--- src/rtl/hazard_unit.sv ---
// -----------------------------------------------------------------------------
// hazard_unit
//   Hazard detection and forwarding unit for the 5-stage pipelined core.
//   Tracks source/destination register indices through E/M/W, detects
//   load-use hazards against the decode stage, generates stall/flush controls
//   and the ALU operand forward selects. Two saturating event counters
//   (load-use stall cycles, redirect flushes) support performance checking.
//
// Ports
//   Clk           core clock, rising edge
//   Reset         asynchronous active-low reset
//   Rs1_D/Rs2_D   decode-stage source register indices
//   Rd_D          decode-stage destination register index
//   Result_Src_0  E-stage instruction is a load
//   RegWrite_M/W  M/W-stage instruction writes the register file
//   PCSrc_E       taken branch/jump resolved in E
//   Count_Clear   synchronous clear of both counters (beats increment)
//   Stall_F/D     hold PC / IF-ID register
//   Flush_D/E     clear IF-ID / ID-IEX register
//   Forward_A_E   operand A select: 00 regfile, 10 M result, 01 W result
//   Forward_B_E   operand B select, same encoding
//   Stall_Count   saturating count of load-use stall cycles
//   Flush_Count   saturating count of redirect flush events
// -----------------------------------------------------------------------------
module hazard_unit #(
  parameter int REG_W = 5,
  parameter int CNT_W = 16
) (
  input  logic             Clk,
  input  logic             Reset,
  input  logic [REG_W-1:0] Rs1_D,
  input  logic [REG_W-1:0] Rs2_D,
  input  logic [REG_W-1:0] Rd_D,
  input  logic             Result_Src_0,
  input  logic             RegWrite_M,
  input  logic             RegWrite_W,
  input  logic             PCSrc_E,
  input  logic             Count_Clear,
  output logic             Stall_F,
  output logic             Stall_D,
  output logic             Flush_D,
  output logic             Flush_E,
  output logic [1:0]       Forward_A_E,
  output logic [1:0]       Forward_B_E,
  output logic [CNT_W-1:0] Stall_Count,
  output logic [CNT_W-1:0] Flush_Count
);

  localparam logic [CNT_W-1:0] CNT_MAX = '1;

  logic [REG_W-1:0] rs1_e, rs2_e, rd_e, rd_m, rd_w;
  logic             lw_stall;

  // A load in E whose destination is read by the instruction in D cannot be
  // forwarded in time; x0 is excluded because it is never really written.
  assign lw_stall = Result_Src_0 & (rd_e != '0) &
                    ((rd_e == Rs1_D) | (rd_e == Rs2_D));

  // A redirect discards D anyway, so it overrides the stall.
  assign Stall_F = lw_stall & ~PCSrc_E;
  assign Stall_D = lw_stall & ~PCSrc_E;
  assign Flush_D = PCSrc_E;
  assign Flush_E = lw_stall | PCSrc_E;

  // M is checked before W so the newest producer wins.
  always_comb begin
    // NOTE: defaults first so every path assigns the selects and no latch is inferred.
    Forward_A_E = 2'b00;
    Forward_B_E = 2'b00;
    if (RegWrite_M && (rd_m == rs1_e) && (rs1_e != '0))
      Forward_A_E = 2'b10;
    else if (RegWrite_W && (rd_w == rs1_e) && (rs1_e != '0))
      Forward_A_E = 2'b01;
    if (RegWrite_M && (rd_m == rs2_e) && (rs2_e != '0))
      Forward_B_E = 2'b10;
    else if (RegWrite_W && (rd_w == rs2_e) && (rs2_e != '0))
      Forward_B_E = 2'b01;
  end

  // Index pipeline: E takes a bubble on flush; M and W always advance.
  always_ff @(posedge Clk or negedge Reset) begin
    if (!Reset) begin
      rs1_e <= '0;
      rs2_e <= '0;
      rd_e  <= '0;
      rd_m  <= '0;
      rd_w  <= '0;
    end else begin
      // NOTE: non-blocking so each stage captures its predecessor's pre-edge value.
      if (Flush_E) begin
        rs1_e <= '0;
        rs2_e <= '0;
        rd_e  <= '0;
      end else begin
        rs1_e <= Rs1_D;
        rs2_e <= Rs2_D;
        rd_e  <= Rd_D;
      end
      rd_m <= rd_e;
      rd_w <= rd_m;
    end
  end

  // Saturating event counters; clear takes priority over increment.
  always_ff @(posedge Clk or negedge Reset) begin
    if (!Reset) begin
      Stall_Count <= '0;
      Flush_Count <= '0;
    end else if (Count_Clear) begin
      Stall_Count <= '0;
      Flush_Count <= '0;
    end else begin
      if (Stall_D && (Stall_Count != CNT_MAX))
        Stall_Count <= Stall_Count + CNT_W'(1);
      if (PCSrc_E && (Flush_Count != CNT_MAX))
        Flush_Count <= Flush_Count + CNT_W'(1);
    end
  end

endmodule

--- config.mk ---
export PLATFORM = sky130hd
export DESIGN_NAME = hazard_unit
export DESIGN_NICKNAME = d
export VERILOG_FILES = /design/src/rtl/hazard_unit.sv
export SDC_FILE = /design/constraint.sdc
export NUM_CORES = 1
export LEC_CHECK = 0
export BUFFER_PORTS_ARGS = -buffer_cell sky130_fd_sc_hd__buf_2
export CORE_MARGIN = 5
export CORE_UTILIZATION = 54
export DETAILED_ROUTE_END_ITERATION = 8
export PLACE_DENSITY = 0.77
export SLEW_MARGIN = 20
export SYNTH_ARGS = -nofsm -noshare
export SYNTH_HDL_FRONTEND = slang
export SYNTH_SLANG_ARGS = --single-unit
--- constraint.sdc ---
create_clock -name Clk -period 2.7 [get_ports Clk]
set_clock_uncertainty 0.1 [all_clocks]
set_input_delay 0.405 -clock Clk [delete_from_list [all_inputs] [get_ports Clk]]
set_output_delay 0.405 -clock Clk [all_outputs]
set_load 0.05 [all_outputs]
==> run metrics <==
Pre-Repair DR Iteration Count=4; worst hold path type=input port to flip-flop; Unique masters post-synth=46; flops & latches, synth=57; kind of critical path=flip-flop to output port; CTS sink cnt=57; critical-path cell list=or4_1, nor2_2, nor4_2, nor4_4, buf_2; Routed WL=6.062 mm; WL per Instance=14.47 µm; Cells after Synth=273; CORE AREA=5107 µm²; Final Setup Violations=0; Fin. Hold Viols=0; root buffer cell=clkbuf_8; vias per cell=5.322; Hold Path Depth=2; worst reg2reg startpoint=Stall_Count[0]; top_reg_cell synth=dfrtp_1; Synthesis Warnings=0; vias in the first global route=2,166; fillers=414; setup slack after layout=49.62 ps; grt ovf=0; CTS buffer count=9; die width=82.72 µm; Worst Path Max Fanout=3; biggest cell delay along the critical path=540 ps; Worst Tran Pin Value=605.2 ps; Mean Syn Cell Area=10.46 µm²; worst hold endpoint=rd_e[0]; Post-synth ARST share=100.0%; Die Span Y=82.72 µm; critical path data arrival time=2150 ps; Placer Congestion=0.8170; Seq/Total Area, Yosys=49.96%; Pleak=1.621 nW; Clock Pin Slew Worst Setup and Hold Paths=60 ps; fin crit share=98.16%; CTS tree=yes; antenna-violating nets left=0; max cap viols=0; Synth Cell Area=2855 µm²; syn_nets=297; Startpoint Class=flip-flop; DIE AREA=6842 µm²; io pins=62; Reg2Reg Setup Slack=520 ps; reg2reg path depth=7; input/output buffers=61; Worst Hold Launch=Rd_D[0]; Worst setup EP type=output port; Peak Freq=0.3773 GHz; initial antenna violation count=0; Area Growth Syn to Fin=22.48%; # diodes=0; Critical Path Slowest Stage Cell=or4_1; Initial Utilization=55.90%; Post-synth EDFFs=0; pwr dens=516.0 nW/µm²; row cnt=26; vias post-DR=2,230; Cell Count, Final, Fillers Out=419; Relative slew margins=59.65%; status=complete, no violations; crit path time final=2650 ps; RR Endpoint=Stall_Count[8]; overall power=1.805 mW; Worst EP required=2190 ps; CTS Buffer Depth=2; final core occ=68.47%; Max Slew Vio Count=0; DP HPWL=4.569 mm; Post-route DRC=0; maximum vdd drop=301.2 µV; drt initial violations=158; first-pass GRT wire length=10.03 mm; pre-CTS setup slack=274.9 ps; nets=368; largest net degree at the start of global routing=34; total track usage=19.63%; dpl cells=398; H-tree levels=3; fraction of layout cells with a size suffix above 1=28.65%; Clock Latency Late Sink=320 ps
-- synth_stat cells (3+ instances only) --
master / n / share of area [%]
dfrtp_1: 57 / 50
nand2_1: 12 / 1.6
a21oi_1: 8 / 1.4
and4_1: 3 / 0.92
nand3_1: 19 / 3.3
or3_1: 3 / 0.66
nor2b_1: 5 / 1.1
inv_1: 3 / 0.39
nor2_1: 31 / 4.1
nor4_1: 4 / 0.88
nor3_1: 7 / 1.2
xor2_1: 16 / 4.9
buf_4: 3 / 0.79
and3_1: 5 / 1.1
xnor2_1: 33 / 10
and2_1: 16 / 3.5
nand4_1: 9 / 2.0
or4_1: 3 / 0.79
clkbuf_1: 3 / 0.39
-- layout make-up --
class	count	area (µm²)	area share, %
Clock inverter	5	30.03	0.8587
Inverter	3	11.26	0.3220
Sequential cell	57	1426	40.79
Multi-Input combinational cell	204	1423	40.68
Clock buffer	11	151.4	4.329
Timing Repair Buffer	69	367.9	10.52
Tap cell	70	87.58	2.504
-- flip-flops by register name (all words and copies together), names as in the netlist --
signal	cells
rs1_e	5
Flush_Count	16
Stall_Count	16
rd_w	5
rd_m	5
rs2_e	5
rd_e	5
-- critical path, delay by kind of cell (launching register included) --
family / cells / cell delay, ps
buf+inv: 1 / 300
flops: 1 / 410
simple gates: 4 / 1110
-- repair_timing --
item,in CTS,in global routing
hold buffers,1,0
endpoints found under the setup margin,2,2
resized for setup,2,1
endpoints found under the hold margin,21,0
pin swaps,0,1
setup buffers,0,4
-- per-stage QoR --
step / TNS, ps / hold WS [ps] / cell area (µm²)
after global routing: -6.517 / 184.0 / 3497
after detailed placement: 0 / 296.6 / 3266
final: 0 / 194.9 / 3497
after global placement: 0 / 293.5 / 3266
after CTS: 0 / 178.2 / 3465
after floorplan: 0 / 9.409 / 2898
-- worst max path at each step --
stage                     startpoint        endpoint  slack, ps  cells after the start
final                       rs2_e[1]  Forward_B_E[0]         50                      5
after global routing         rd_e[3]         Flush_E         -7                      6
after CTS                   rs2_e[1]  Forward_B_E[0]         10                      5
after detailed placement    rs2_e[1]  Forward_B_E[0]        270                      5
after floorplan             rs1_e[1]  Forward_A_E[0]        170                      4
after global placement       rd_e[3]         Flush_E        340                      6
-- cell families after synthesis --
family	Yosys count	synth area share, %
flip-flops	57	49.96
XOR/XNOR	49	15.03
multiplexers	3	1.227
buffers and inverters	12	2.059
AO/OA/AOI/OAI	22	5.741
AND/OR/NAND/NOR	128	25.11
adder cells (fa/ha/maj)	2	0.8763
-- cell usage in the layout, fill, tap and decap left out, drive strengths merged --
| cell type | count |
|---|---|
| buf | 68 |
| dfrtp | 57 |
| xnor2 | 33 |
| nor2 | 32 |
| nand3 | 20 |
| and2 | 16 |
| xor2 | 16 |
| nand2 | 13 |
| clkbuf | 11 |
| nand4 | 9 |
| a21oi | 8 |
| nor3 | 7 |
| nor4 | 6 |
| nor2b | 5 |
| and3 | 5 |
| or4 | 4 |
| and4 | 4 |
| o21ai | 4 |
| inv | 3 |
| or3 | 3 |
| clkinv | 3 |
| a41oi | 2 |
| mux2i | 2 |
| o21a | 2 |
| ha | 2 |
| clkinvlp | 2 |
| o22ai | 1 |
| a211oi | 1 |
| a2111o | 1 |
| or2 | 1 |
| mux2 | 1 |
| nand4b | 1 |
| o31ai | 1 |
| nand3b | 1 |
| a31oi | 1 |
| a311oi | 1 |
| nor3b | 1 |
| dlygate4sd3 | 1 |
-- routing by layer --
| layer | vias to the layer above | track usage, % | routed length [µm] |
|---|---|---|---|
| li1 | 1089 | - | - |
| met1 | 1074 | 25.00 | 2554 |
| met2 | 59 | 32.05 | 3124 |
| met3 | 8 | 3.579 | 317 |
| met5 | - | 0 | 0 |
| met4 | 0 | 9.804 | 64 |
-- power breakdown --
group / total, mW / leakage [nW] / switching, mW / internal, mW
combinational: 0.204 / 0.761 / 0.122 / 0.0822
sequential: 0.909 / 0.769 / 0.0296 / 0.879
clock: 0.692 / 0.0911 / 0.315 / 0.377
total: 1.80 / 1.62 / 0.466 / 1.34
Note: power is estimated with default switching activity, not from simulation.
